<file path="src/rtl/jx2_core_pkg.sv">
// Shared constants and types for the JX2 front end: cache status codes,
// fetch FSM encoding, the queued-op record and the op-length decode.
package jx2_core_pkg;

    localparam logic [1:0] UMEM_OK_READY = 2'd0;
    localparam logic [1:0] UMEM_OK_OK    = 2'd1;
    localparam logic [1:0] UMEM_OK_HOLD  = 2'd2;
    localparam logic [1:0] UMEM_OK_FAULT = 2'd3;

    typedef enum logic {
        ST_RUN   = 1'b0,
        ST_FAULT = 1'b1
    } fetch_state_t;

    typedef struct packed {
        logic [31:0] word;
        logic [31:0] pc;
        logic        len;
        logic        fault;
    } fetch_entry_t;

    // 32-bit ops are marked by 3'b111 in the top bits of the first halfword.
    function automatic logic op_len_decode(input logic [15:0] op);
        return op[15:13] == 3'b111;
    endfunction

endpackage

</file>
<file path="src/rtl/jx2_fetch_queue.sv">
// Two-entry in-order op queue between fetch and decode. Flush wins over pop;
// a push in the flush cycle lands in the emptied queue.
module jx2_fetch_queue
    import jx2_core_pkg::*;
(
    input  logic         clock,
    input  logic         reset,
    input  logic         flush,
    input  logic         push,
    input  logic         pop,
    input  fetch_entry_t din,
    output fetch_entry_t head,
    output logic [1:0]   count
);

    fetch_entry_t slot0;
    fetch_entry_t slot1;
    logic [1:0]   cnt;

    assign head  = slot0;
    assign count = cnt;

    always_ff @(posedge clock) begin
        if (reset) begin
            cnt   <= 2'd0;
            slot0 <= '0;
            slot1 <= '0;
        end else if (flush) begin
            cnt <= push ? 2'd1 : 2'd0;
            if (push) slot0 <= din;
        end else begin
            case ({push, pop})
                2'b10: begin
                    if (cnt == 2'd0) begin
                        slot0 <= din;
                        cnt   <= 2'd1;
                    end else if (cnt == 2'd1) begin
                        slot1 <= din;
                        cnt   <= 2'd2;
                    end
                end
                2'b01: begin
                    if (cnt != 2'd0) begin
                        slot0 <= slot1;
                        cnt   <= cnt - 2'd1;
                    end
                end
                2'b11: begin
                    // Slot 0 drains while the new entry lands behind it.
                    if (cnt == 2'd2) begin
                        slot0 <= slot1;
                        slot1 <= din;
                    end else begin
                        slot0 <= din;
                        cnt   <= 2'd1;
                    end
                end
                default: ;
            endcase
        end
    end

endmodule

</file>
<file path="src/rtl/jx2_fetch_unit.sv">
// JX2 instruction fetch: walks the I-cache, splits 16/32-bit ops into a
// 2-entry queue for decode. Optional JX2_FETCH_MISALIGN_FAULT_EN makes odd
// redirect targets raise a fetch fault instead of being rounded down.
module jx2_fetch_unit
    import jx2_core_pkg::*;
#(
    parameter logic [31:0] RESET_PC = 32'h0000_0000
) (
    input  logic         clock,
    input  logic         reset,
    output logic [31:0]  icPcAddr,
    input  logic [31:0]  icPcVal,
    input  logic [1:0]   icPcOK,
    input  logic         brValid,
    input  logic [31:0]  brAddr,
    output logic [31:0]  idOpWord,
    output logic [31:0]  idOpPc,
    output logic         idOpLen,
    output logic         idFault,
    output logic         idValid,
    input  logic         idReady,
    output fetch_state_t dbg_state
);

    fetch_state_t state_q, state_d;
    logic [31:0]  fetch_pc_q, fetch_pc_d;
    logic         q_flush, q_push, q_pop, room, op_len;
    fetch_entry_t q_din, q_head;
    logic [1:0]   q_count;

    // Handshake: an entry transfers on a cycle where idValid && idReady and
    // no redirect is present; a redirect discards the head instead.
    assign idValid   = q_count != 2'd0;
    assign q_pop     = idValid && idReady && !brValid;
    assign room      = (q_count != 2'd2) || q_pop;
    assign op_len    = op_len_decode(icPcVal[15:0]);
    assign icPcAddr  = fetch_pc_q;
    assign dbg_state = state_q;

    assign idOpWord = idValid ? q_head.word  : 32'd0;
    assign idOpPc   = idValid ? q_head.pc    : 32'd0;
    assign idOpLen  = idValid ? q_head.len   : 1'b0;
    assign idFault  = idValid ? q_head.fault : 1'b0;

    always_comb begin
        state_d    = state_q;
        fetch_pc_d = fetch_pc_q;
        q_flush    = 1'b0;
        q_push     = 1'b0;
        q_din      = '0;
        if (brValid) begin
            q_flush = 1'b1;
            state_d = ST_RUN;
`ifdef JX2_FETCH_MISALIGN_FAULT_EN
            fetch_pc_d = brAddr;
            if (brAddr[0]) begin
                state_d     = ST_FAULT;
                q_push      = 1'b1;
                q_din.pc    = brAddr;
                q_din.fault = 1'b1;
            end
`else
            fetch_pc_d = {brAddr[31:1], 1'b0};
`endif
        end else if (state_q == ST_RUN && room) begin
            case (icPcOK)
                UMEM_OK_OK: begin
                    q_push     = 1'b1;
                    q_din.word = op_len ? icPcVal : {16'h0000, icPcVal[15:0]};
                    q_din.pc   = fetch_pc_q;
                    q_din.len  = op_len;
                    fetch_pc_d = fetch_pc_q + (op_len ? 32'd4 : 32'd2);
                end
                UMEM_OK_FAULT: begin
                    q_push      = 1'b1;
                    q_din.pc    = fetch_pc_q;
                    q_din.fault = 1'b1;
                    state_d     = ST_FAULT;
                end
                default: ;
            endcase
        end
    end

    always_ff @(posedge clock) begin
        if (reset) begin
            state_q    <= ST_RUN;
            fetch_pc_q <= RESET_PC;
        end else begin
            state_q    <= state_d;
            fetch_pc_q <= fetch_pc_d;
        end
    end

    jx2_fetch_queue u_queue (
        .clock (clock),
        .reset (reset),
        .flush (q_flush),
        .push  (q_push),
        .pop   (q_pop),
        .din   (q_din),
        .head  (q_head),
        .count (q_count)
    );

endmodule
</file>
<file path="config.mk">
export PLATFORM = sky130hd
export DESIGN_NAME = jx2_fetch_unit
export DESIGN_NICKNAME = d
export VERILOG_FILES = /design/src/rtl/jx2_core_pkg.sv /design/src/rtl/jx2_fetch_queue.sv /design/src/rtl/jx2_fetch_unit.sv
export SDC_FILE = /design/constraint.sdc
export NUM_CORES = 1
export LEC_CHECK = 0
export CAP_MARGIN = 25
export CORE_ASPECT_RATIO = 1.75
export CORE_MARGIN = 3
export CORE_UTILIZATION = 57
export CTS_CLUSTER_SIZE = 30
export DETAILED_ROUTE_END_ITERATION = 8
export HOLD_SLACK_MARGIN = 0.1
export PLACE_DENSITY_LB_ADDON = 0.05
export SLEW_MARGIN = 5
export SYNTH_ARGS = -nofsm -noshare
export SYNTH_HDL_FRONTEND = slang
export SYNTH_HIERARCHICAL = 1
export SYNTH_SLANG_ARGS = --single-unit
</file>
<file path="constraint.sdc">
create_clock -name clock -period 8.8 [get_ports clock]
set_input_delay 1.32 -clock clock [delete_from_list [all_inputs] [get_ports clock]]
set_output_delay 1.32 -clock clock [all_outputs]
set_load 0.02 [all_outputs]
</file>
Yosys cells after proc, flatten, opt, wreduce, memory -nomap -nowiden
Index checks and enable logic that the tools add are counted.
{"block": "classes", "eq_ne": 17, "muxes": 36, "n_reduce_logical": 19, "add_sub_neg": 2, "bitwise": 2}
{"operator": "$mux 66", "count": 10}
{"operator": "$mux 32", "count": 8}
{"operator": "$pmux 66 s3", "count": 1}
{"operator": "$pmux 66 s2", "count": 1}
{"operator": "$add 32x3->32", "count": 1}
{"operator": "$mux 2", "count": 5}
{"operator": "$mux 1", "count": 9}
{"operator": "$eq 2x2->1 const B", "count": 4}
{"operator": "$reduce_and 4->1", "count": 2}
{"operator": "$reduce_bool 2->1", "count": 4}
{"operator": "$eq 2x1->1 const B", "count": 3}
{"operator": "$ne 2x1->1 const B", "count": 3}
{"operator": "$ne 3x3->1 const B", "count": 2}
{"operator": "$pmux 2 s3", "count": 1}
{"operator": "$reduce_and 2->1", "count": 3}
{"operator": "$reduce_and 5->1", "count": 1}
{"operator": "$ne 2x2->1 const B", "count": 2}
{"operator": "$ne 4x2->1 const B", "count": 1}
{"operator": "$reduce_bool 4->1", "count": 1}
{"operator": "$reduce_or 2->1", "count": 2}
{"operator": "$eq 3x3->1 const B", "count": 1}
{"operator": "$logic_and 1x1->1", "count": 3}
{"operator": "$mux 3", "count": 1}
{"operator": "$ne 3x2->1 const B", "count": 1}
{"operator": "5 further kinds", "count": 6}
{"block": "word_totals", "register_bits": 167, "out_inout_bits": 100}

Depth between registers and ports, before layout
Gate-level depths: netlist (run 1).
{"block": "depth", "word_depth": 10, "mapped_depth": 13, "depth_no_buf": 10}

Hierarchy
The synthesis (run 1) kept the hierarchy.
{"module": "jx2_fetch_queue", "cells_each": 709, "area_each_um2": 6008.3, "instances": 1}
{"module": "jx2_fetch_unit", "cells_each": 417, "area_each_um2": 2966.6, "instances": 1}

Worst setup path after synthesis (run 1)
Ideal clock, no wire load.
{"block": "synth_timing", "path_kind": "in2reg", "start": "in idReady", "end": "reg u_queue.slot0, in the netlist u_queue/head[27]", "setup_slack_ps": 5086, "arrival_time_ps": 3627, "path_stages": 11, "setup_time_ps": 87, "cell_sequence": "nor2b_1 > nor4b_1 > clkbuf_1 > inv_1 > ha_1 > nand2b_1 > a21oi_2 > or2_1 > buf_6 > buf_4 > a221oi_2"}
{"block": "synth_via", "elab_chain_len": 9}
{"item": "start: declaration", "line_no": "jx2_fetch_unit.sv:21", "text": "input logic idReady,"}
{"item": "$logic_and 1x1->1 (*) (2 in series)", "line_no": "jx2_fetch_unit.sv:34", "text": "assign q_pop = idValid && idReady && !brValid;"}
{"item": "$logic_or 1x1->1 (*)", "line_no": "jx2_fetch_unit.sv:35", "text": "assign room = (q_count != 2'd2) || q_pop;"}
{"item": "$logic_and 1x1->1 (*)", "line_no": "jx2_fetch_unit.sv:65", "text": "end else if (state_q == ST_RUN && room) begin"}
{"item": "$mux 1 (*)", "line_no": "jx2_fetch_unit.sv:65"}
{"item": "$mux 1 (*)", "line_no": "jx2_fetch_unit.sv:51", "text": "if (brValid) begin"}
{"item": "net q_push", "line_no": "jx2_fetch_unit.sv:27", "text": "logic q_flush, q_push, q_pop, room, op_len;"}
{"item": "$eq 2x2->1 or $eq 2x1->1 (tied branches)", "line_no": "jx2_fetch_queue.sv:32", "text": "case ({push, pop})"}
{"item": "$ne 3x2->1 (no source line), or another cell as far along"}
{"item": "$reduce_and 4->1 (no source line) or $mux 66 (tied branches)"}
{"item": "end signal: assignment", "line_no": "jx2_fetch_queue.sv:30", "text": "if (push) slot0 <= din;"}
{"item": "end signal: assignment", "line_no": "jx2_fetch_queue.sv:35", "text": "slot0 <= din;"}
{"item": "end signal: assignment", "line_no": "jx2_fetch_queue.sv:44", "text": "slot0 <= slot1;"}
{"item": "end: declaration", "line_no": "jx2_fetch_queue.sv:16", "text": "fetch_entry_t slot0;"}
The timed path passes the listed nets; every way through them passes the cells marked *. The select of a mux whose other input is x is not followed.
A chain may end at the register's enable or synchronous reset.

Worst setup path in the final report (run 1)
{"block": "layout_timing", "start": "in icPcVal[13]", "end": "reg fetch_pc_q[31] (netlist: icPcAddr[31])"}
{"block": "layout_via", "elab_chain_len": 6}
{"item": "start: declaration", "line_no": "jx2_fetch_unit.sv:12", "text": "input logic [31:0] icPcVal,"}
{"item": "$eq 3x3->1", "line_no": "jx2_core_pkg.sv:24", "text": "return op[15:13] == 3'b111;"}
{"item": "$mux 3", "line_no": "jx2_fetch_unit.sv:72", "text": "fetch_pc_d = fetch_pc_q + (op_len ? 32'd4 : 32'd2);"}
{"item": "$add 32x3->32", "line_no": "jx2_fetch_unit.sv:72"}
{"item": "$mux 32", "line_no": "jx2_fetch_unit.sv:66", "text": "case (icPcOK)"}
{"item": "$mux 32", "line_no": "jx2_fetch_unit.sv:65"}
{"item": "$mux 32", "line_no": "jx2_fetch_unit.sv:51"}
{"item": "end signal: assignment", "line_no": "jx2_fetch_unit.sv:91", "text": "fetch_pc_q <= fetch_pc_d;"}
{"item": "end: declaration", "line_no": "jx2_fetch_unit.sv:26", "text": "logic [31:0] fetch_pc_q, fetch_pc_d;"}
Every way passes these cells. The select of a mux whose other input is x is not followed.

==> results of run 1 <==
## through the flow
stage	cell area, um2	cells	util (%)
after global routing	11210	1432	72.82
after global placement	10580	1397	68.74
after CTS	11210	1432	72.82
final	11210	1432	72.82
after floorplan	8982	1128	-
after detailed placement	10640	1400	69.12
## where the power goes
part / internal (W) / switching, W / total [W]
registers: 0.000791 / 0.0000319 / 0.000823
logic: 0.000146 / 0.000185 / 0.000331
clock network: 0.000382 / 0.000335 / 0.000717
## per-layer routing
layer  up-vias  global-route usage (%)  wire (um)
li1       4089                       -          -
met1      3971                   32.34       9969
met2       256                   50.13      12520
met3        32                   4.320       1118
met4         0                   9.501        505
met5         -                       0          0
## cell type report
| cell class | count | area, um2 |
|---|---|---|
| multi-input cells | 772 | 4916 |
| inverters | 95 | 356.6 |
| clock inverters | 14 | 130.1 |
| clock buffers | 18 | 439.2 |
| fillers | 1222 | 4183 |
| repair buffers | 181 | 1809 |
| well taps | 186 | 232.7 |
| flip-flops and latches | 166 | 3323 |
## placed cells by master, fill, tap and decap left out, drive strengths merged, types with 3 or more instances in the layout
cell type / netlist / routed
and2: 132 / 132
mux2i: 3 / 3
buf: 37 / 16
clkinvlp: 0 / 3
a211oi: 67 / 67
clkbuf: 58 / 18
nand3: 13 / 13
xor2: 8 / 8
dfxtp: 166 / 166
nor3: 8 / 8
xnor2: 11 / 11
or3: 3 / 3
nor2: 9 / 9
conb: 1 / 3
o2bb2ai: 3 / 3
ha: 11 / 11
o21ai: 10 / 10
or2: 6 / 6
nor2b: 10 / 10
a31oi: 6 / 6
o21a: 11 / 11
a21oi: 87 / 87
nand2: 228 / 228
a2111oi: 3 / 3
a221oi: 68 / 68
or4: 6 / 6
o31a: 8 / 8
a21o: 5 / 5
nand4: 6 / 6
clkdlybuf4s50: 0 / 165
nand3b: 5 / 5
inv: 95 / 104
nor4: 14 / 14
nand2b: 5 / 5
## logic make-up after synthesis
family / Yosys count / synth area share, %
muxes: 3 / 0.3346
adders and majority gates: 12 / 1.757
DFF: 166 / 37.03
other: 1 / 0.04178
buffers and inverters: 190 / 8.811
and+or+nand+nor: 457 / 25.53
xor gates and xnor gates: 19 / 1.854
AOI/OAI and AO/OA: 278 / 24.65
## sequential cells by signal, summed over array words and instances (netlist names)
name           count
icPcAddr          31
u_queue/count      2
u_queue/head      66
u_queue/slot1     66
dbg_state          1
## worst max-delay path, cell delays in order
cell and delay, ns:
clkdlybuf4s50_1 0.44, and3_1 0.24, inv_1 0.14, ha_1 0.19
inv_1 0.06, fa_1 0.42, nand4b_1 0.65, or4_4 0.74
or4_1 0.47, nand3_1 0.08
## how the worst min path moves through the flow
stage	startpoint	endpoint	slack (ns)	cells after the start
after floorplan	u_queue/slot1[0]	u_queue/slot1[0]	0.44	2
after global placement	u_queue/slot1[3]	u_queue/slot1[3]	0.44	2
after detailed placement	u_queue/slot1[26]	u_queue/slot1[26]	0.45	2
after CTS	u_queue/slot1[15]	u_queue/slot1[15]	0.46	2
after global routing	u_queue/head[48]	u_queue/head[48]	0.47	2
final	u_queue/slot1[1]	u_queue/slot1[1]	0.45	2
==> run_results.csv, run 1 <==
group,metric,value,unit
die,rows,60,
sta,whs,0.4547,ns
worst_setup_path,ff2ff_setup_slack,5.18,ns
yosys,yosysTopAreaCell,"dfxtp_1",
yosys,synth.avg_cell_area,7.971,um2
clock_network,clkSlewWorstSetupHoldPaths,0.07,ns
clock_network,numCtsBuffers,17,
sta,hold_viol_final,0,
final_layout,n_antenna_cell,0,
placement,hpwl,14.90,mm
final_layout,area_growth,24.87,%
power_and_ir_drop,powerDensity,166.9,nW/um2
route,via_per_inst,5.830,
sta,setup_viol,0,
yosys,synth_edf_count,0,
final_layout,nets,1315,
die,top_level_ports,170,
worst_setup_path,arrival,4.75,ns
clock_network,clock-sinks,166,
route,first_pass_iters,5,
sta,rsz0062_at_grt,"no",
placement,numPortBuffers,167,
worst_setup_path,path_max_fanout,14,
power_and_ir_drop,peakVddDrop,125.0,uV
grt,grt_max_degree,85,
yosys,ys_ff_latch,166,
flow_run,cap_viol_max_count,0,
sta,timing.fmax,227.6,MHz
yosys,ys.flop_type,"dfxtp_1",
worst_setup_path,cp_data_required_time,9.16,ns
die,fp.dieW,100.9,um
power_and_ir_drop,power,0.001871,W
grt,grt_pass1_wl,38.65,mm
yosys,synth_area_leaders,"dfxtp_1, nand2_1, and2_1",
route,drc,0,
worst_setup_path,endpoint_kind,"flip-flop",
sta,worst_slack,4.407,ns
route,drt-initial-drc-count,469,
route,drtAntennaViolNets,0,
worst_setup_path,worstSetupEndpoint,"icPcAddr[31]",
grt,antenna_found_initial,0,
final_layout,layout-drive-gt1-share,8.507,%
die,fp.dieH,172.0,um
yosys,synth_common_cells,"nand2_1, dfxtp_1, and2_1",
clock_network,clockBufferDepth,2,
yosys,synth.yosys.seq_area_share,37.03,%
yosys,mappedNetlistArea,8975,um2
placement,gp_congestion,0.8786,
yosys,ys_warn_count,6,
sta,worst_pin_slew,1.060,ns
sta,period_share,49.92,%
route,wl_per_cell,16.84,um
yosys,synth_top_area_share,37.03,%
sta,skew,0.01447,ns
yosys,async_reset_ff_share,0,%
yosys,syn_inst,1126,
sta,fin_tns_setup,0,ns
clock_network,ctsHoldBuffers,0,
worst_setup_path,critical_path_class,"input pin to flip-flop",
die,core,15390,um2
clock_network,cts.repair.resized,0,
worst_setup_path,r2r_cells,10,
worst_setup_path,crit_start,"icPcVal[13]",
worst_setup_path,regToRegEndpoint,"u_queue/head[4]",
grt,gr-usage-all-layers,27.55,%
placement,post-place-ws,4.042,ns
die,initial_core_util,58.32,%
clock_network,cts_setup_buffers,0,
clock_network,cts_tree,"yes",
clock_network,htreeDepth,4,
die,die_area,17350,um2
power_and_ir_drop,cellLeakagePower,3.776,nW
clock_network,cts_root_buf,"clkbuf_16",
grt,grt_pass1_vias,7817,
worst_hold_path,hold_path.class,"flip-flop to flip-flop",
yosys,ys_types,56,
route,routed_wl,24.11,mm
sta,period_minus_slack,4.393,ns
status,run_status,"complete, no violations",
worst_setup_path,reg2reg_from,"u_queue/count[1]",
yosys,synth.most_common_cell,"nand2_1",
route,routed-via-count,8348,
sta,maxSlewViolCount,0,
sta,slew_headroom,29.36,%
grt,grt-ovfl-total,0,
clock_network,clk_latency,0.42,ns
worst_setup_path,worst_setup_path_start_kind,"input pin",
(Power assumes the default switching activity.)
==> run 2, diff against run 1 <==
--- a/config.mk
+++ b/config.mk
@@ -8,7 +8,7 @@
 export CAP_MARGIN = 25
 export CORE_ASPECT_RATIO = 1.75
 export CORE_MARGIN = 3
-export CORE_UTILIZATION = 57
+export CORE_UTILIZATION = 48
 export CTS_CLUSTER_SIZE = 30
 export DETAILED_ROUTE_END_ITERATION = 8
 export HOLD_SLACK_MARGIN = 0.1
==> constraint.sdc (replaced) <==
create_clock -name clock -period 3.6 [get_ports clock]
set_input_delay 0.54 -clock clock [delete_from_list [all_inputs] [get_ports clock]]
set_output_delay 0.54 -clock clock [all_outputs]
set_load 0.02 [all_outputs]
==> run_results.csv, run 2 (synthesis results as in run 1) <==
group,metric,value,unit
clock_network,clockBufferDepth,2,
worst_setup_path,endpoint_kind,"flip-flop",
worst_setup_path,critical_path_class,"input pin to flip-flop",
worst_setup_path,slowest_delay,0.58,ns
route,wl_per_cell,17.00,um
worst_hold_path,hold_path.class,"flip-flop to flip-flop",
sta,fin_tns_setup,0,ns
status,run_status,"complete, no violations",
worst_setup_path,worst_setup_path_start_kind,"input pin",
sta,skew,0.01279,ns
clock_network,ctsHoldBuffers,0,
clock_network,cts.repair.resized,0,
final_layout,multi_input_area,4916,um2
sta,worst_slack,0.4547,ns
final_layout,final_cell_mix,"nand2_1, dfxtp_1, clkdlybuf4s50_1, and2_1, inv_1",
sta,hold_viol_final,0,
die,core,18220,um2
sta,setup_viol,0,
clock_network,cts_root_buf,"clkbuf_16",
worst_setup_path,path_max_fanout,5,
sta,period_share,87.37,%
grt,grt_max_degree,126,
route,drc,0,
final_layout,layout-drive-gt1-share,9.444,%
final_layout,final_common_cell,"nand2_1",
clock_network,numCtsBuffers,17,
route,routed_wl,25.40,mm
grt,gr-usage-all-layers,24.93,%
final_layout,n_antenna_cell,0,
power_and_ir_drop,power,0.004736,W
die,rows,65,
sta,timing.fmax,317.9,MHz
power_and_ir_drop,cellLeakagePower,3.885,nW
final_layout,nets,1329,
final_layout,regArea,3323,um2
final_layout,fillCellCount,1637,
route,drt-initial-drc-count,475,
clock_network,cts_tree,"yes",
die,initial_core_util,49.27,%
grt,antenna_found_initial,0,
clock_network,htreeDepth,4,
worst_setup_path,ff2ff_setup_slack,0.58,ns
worst_setup_path,cpMostUsedCell,"inv_1",
sta,period_minus_slack,3.145,ns
sta,worst_pin_slew,0.8263,ns
route,first_pass_iters,5,
placement,post-place-ws,0.04830,ns
clock_network,clk_latency,0.42,ns
die,top_level_ports,170,
worst_setup_path,arrival,3.50,ns
placement,numPortBuffers,167,
flow_run,cap_viol_max_count,0,
route,drtAntennaViolNets,0,
die,fp.dieW,109.4,um
sta,slew_headroom,44.91,%
worst_setup_path,cp_slowest_cell,"or4_4",
route,routed-via-count,8224,
placement,hpwl,15.99,mm
grt,grt_pass1_vias,8017,
final_layout,area_growth,27.85,%
route,via_per_inst,5.505,
worst_setup_path,path_cells,"clkdlybuf4s50_1 > and3_1 > inv_1 > ha_1 > inv_1 > fa_1 > nand4b_1 > or4_4 > or4_1 > nand3_1",
clock_network,clkSlewWorstSetupHoldPaths,0.06,ns
placement,gp_congestion,0.8710,
grt,grt-ovfl-total,0,
clock_network,clock-sinks,166,
power_and_ir_drop,powerDensity,412.8,nW/um2
die,die_area,20440,um2
sta,rsz0062_at_grt,"no",
power_and_ir_drop,peakVddDrop,262.6,uV
worst_setup_path,cp_data_required_time,3.96,ns
sta,maxSlewViolCount,0,
clock_network,cts_setup_buffers,0,
grt,grt_pass1_wl,40.88,mm
die,fp.dieH,186.9,um
-- run 2: changes by cell type in the layout (fill, tap and decap cells not counted), sizes merged --
cell,delta
bufinv,+3
buf,+14
clkbuf,+1
inv,-4
-- run 2: area by class of cell --
cell class                      count  share of cell area (%)
Clock buffer                       19                   3.860
Inverter                           95                   3.108
Timing Repair Buffer              195                   17.20
Clock inverter                     13                   1.483
Multi-Input combinational cell    772                   42.84
Tap cell                          234                   2.552
Sequential cell                   166                   28.96
-- run 2: power breakdown --
part / switching, W / internal (W)
sequential: 0.0000776 / 0.00193
combinational: 0.000458 / 0.000366
clock: 0.000778 / 0.00112
-- run 2: final timing paths --
path                startpoint                end  depth (start not counted)
max reg2reg   u_queue/count[1]   u_queue/head[16]                         11
min          u_queue/slot1[39]  u_queue/slot1[39]                          2
min reg2reg  u_queue/slot1[39]  u_queue/slot1[39]                          2
max                icPcVal[13]       icPcAddr[31]                         10
-- run 2: per-layer routing --
layer / track usage, % / routed length (um) / vias to the layer above
met2: 44.16 / 12990 / 225
met3: 3.489 / 1103 / 34
met4: 9.602 / 699 / 0
li1: - / - / 4103
met5: 0 / 0 / -
met1: 29.73 / 10610 / 3862
-- run 2: per-stage QoR --
| stage | cell area [um2] | hold WS [ns] | cells | utilization, % |
|---|---|---|---|---|
| global placement | 10810 | 0.4418 | 1460 | 59.36 |
| detailed placement | 10810 | 0.4469 | 1460 | 59.36 |
| finish | 11470 | 0.4553 | 1494 | 62.99 |
| floorplan | 8982 | 0.4366 | 1128 | - |
| global route | 11470 | 0.4663 | 1494 | 62.99 |
| CTS | 11430 | 0.4557 | 1492 | 62.73 |
-- run 2: critical path: cells and delay by family --
kind                     cells  cell delay (ns)
AND/OR/NAND/NOR              5             1.72
buffers and inverters        3             0.61
adder cells (fa/ha/maj)      2             0.61
==> run 3, diff against run 2 <==
--- a/config.mk
+++ b/config.mk
@@ -7,7 +7,6 @@
 export LEC_CHECK = 0
 export CAP_MARGIN = 25
 export CORE_ASPECT_RATIO = 1.75
-export CORE_MARGIN = 3
 export CORE_UTILIZATION = 48
 export CTS_CLUSTER_SIZE = 30
 export DETAILED_ROUTE_END_ITERATION = 8
==> run_results.csv, run 3 (synthesis results as in run 1) <==
group,metric,value,unit
placement,gp_congestion,0.8961,
route,drt-initial-drc-count,392,
final_layout,final_common_cell,"nand2_1",
power_and_ir_drop,power,0.004825,W
die,initial_core_util,49.49,%
power_and_ir_drop,powerDensity,419.2,nW/um2
route,wl_per_cell,16.64,um
route,first_pass_iters,9,
worst_setup_path,critical_path_class,"input pin to flip-flop",
grt,gr-usage-all-layers,26.02,%
sta,fin_tns_setup,0,ns
clock_network,clockBufferDepth,2,
clock_network,cts_setup_buffers,0,
die,rows,65,
worst_setup_path,cp_data_required_time,3.96,ns
sta,setup_viol,0,
final_layout,final_cell_mix,"nand2_1, dfxtp_1, clkdlybuf4s50_1, and2_1, inv_1",
worst_setup_path,worst_setup_path_start_kind,"input pin",
route,via_per_inst,5.535,
sta,timing.fmax,313.4,MHz
sta,maxSlewViolCount,0,
final_layout,layout-drive-gt1-share,9.494,%
power_and_ir_drop,cellLeakagePower,3.911,nW
clock_network,clock-sinks,166,
worst_hold_path,hold_path.class,"flip-flop to flip-flop",
sta,skew,0.01154,ns
clock_network,cts_root_buf,"clkbuf_16",
die,fp.dieW,105.4,um
die,core,18140,um2
grt,grt-ovfl-total,0,
route,drc,0,
grt,grt_pass1_wl,40.21,mm
grt,grt_pass1_vias,8022,
power_and_ir_drop,peakVddDrop,268.6,uV
sta,period_minus_slack,3.190,ns
clock_network,clkSlewWorstSetupHoldPaths,0.06,ns
worst_setup_path,cp_slowest_cell,"or4_4",
worst_setup_path,endpoint_kind,"flip-flop",
die,fp.dieH,182.9,um
sta,slew_headroom,36.22,%
sta,rsz0062_at_grt,"no",
worst_setup_path,slowest_delay,0.60,ns
route,routed_wl,24.92,mm
grt,grt_max_degree,117,
clock_network,numCtsBuffers,17,
die,top_level_ports,170,
clock_network,ctsHoldBuffers,0,
status,run_status,"complete, no violations",
flow_run,cap_viol_max_count,0,
final_layout,n_antenna_cell,0,
placement,hpwl,16.12,mm
final_layout,area_growth,28.24,%
clock_network,cts.repair.resized,0,
route,drtAntennaViolNets,0,
sta,hold_viol_final,0,
worst_setup_path,path_max_fanout,5,
clock_network,htreeDepth,4,
route,routed-via-count,8291,
final_layout,nets,1333,
worst_setup_path,cpMostUsedCell,"inv_1",
die,die_area,19270,um2
sta,period_share,88.62,%
sta,worst_pin_slew,0.9567,ns
clock_network,cts_tree,"yes",
placement,numPortBuffers,167,
worst_setup_path,arrival,3.55,ns
grt,antenna_found_initial,0,
worst_setup_path,path_cells,"clkdlybuf4s50_1 > and3_1 > inv_1 > ha_1 > inv_1 > fa_1 > nand4b_1 > or4_4 > or4_1 > nand3_1",
clock_network,clk_latency,0.42,ns
[run 3: through the flow]
step | utilization, % | worst slack, ns | hold WS, ns | std cells | cell area (um2)
finish | 63.46 | 0.4097 | 0.4538 | 1498 | 11510
global route | 63.46 | 0.3622 | 0.4699 | 1498 | 11510
CTS | 63.46 | 0.4529 | 0.4551 | 1498 | 11510
detailed placement | 59.94 | 0.07946 | 0.4450 | 1466 | 10870
global placement | 59.94 | 0.1245 | 0.4420 | 1466 | 10870
floorplan | - | 0.4861 | 0.4366 | 1128 | 8982
[run 3: layout make-up]
type | count | area (um2)
Fill cell | 1606 | 6626
Multi-Input combinational cell | 772 | 4916
Sequential cell | 166 | 3323
Timing Repair Buffer | 199 | 1983
Clock buffer | 21 | 440.4
Inverter | 95 | 356.6
Tap cell | 234 | 292.8
Clock inverter | 11 | 197.7
[run 3: final timing paths]
check | start | end | slack (ns) | cells past startpoint
min reg2reg | u_queue/head[50] | u_queue/head[50] | 0.45 | 2
min | u_queue/head[50] | u_queue/head[50] | 0.45 | 2
max reg2reg | u_queue/count[1] | u_queue/head[14] | 0.62 | 10
max | icPcVal[13] | icPcAddr[31] | 0.41 | 10
[run 3: critical path, delay by kind of cell]
kind	cells	cell delay, ns
fa+ha+maj	2	0.58
buf+inv	3	0.58
simple gates	5	1.84
[run 3: routing by layer]
layer / vias to the layer above / track usage (%) / wire length (um)
met2: 227 / 48.47 / 13170
met1: 3904 / 29.39 / 10070
met3: 36 / 3.625 / 1041
met4: 0 / 10.48 / 633
met5: - / 0 / 0
li1: 4124 / - / -
[run 3: report_power, final]
part           total [W]  internal [W]  switching [W]
Combinational   0.000821      0.000366       0.000455
Sequential       0.00201       0.00194      0.0000790
Clock            0.00199       0.00124       0.000752
Total            0.00483       0.00354        0.00129
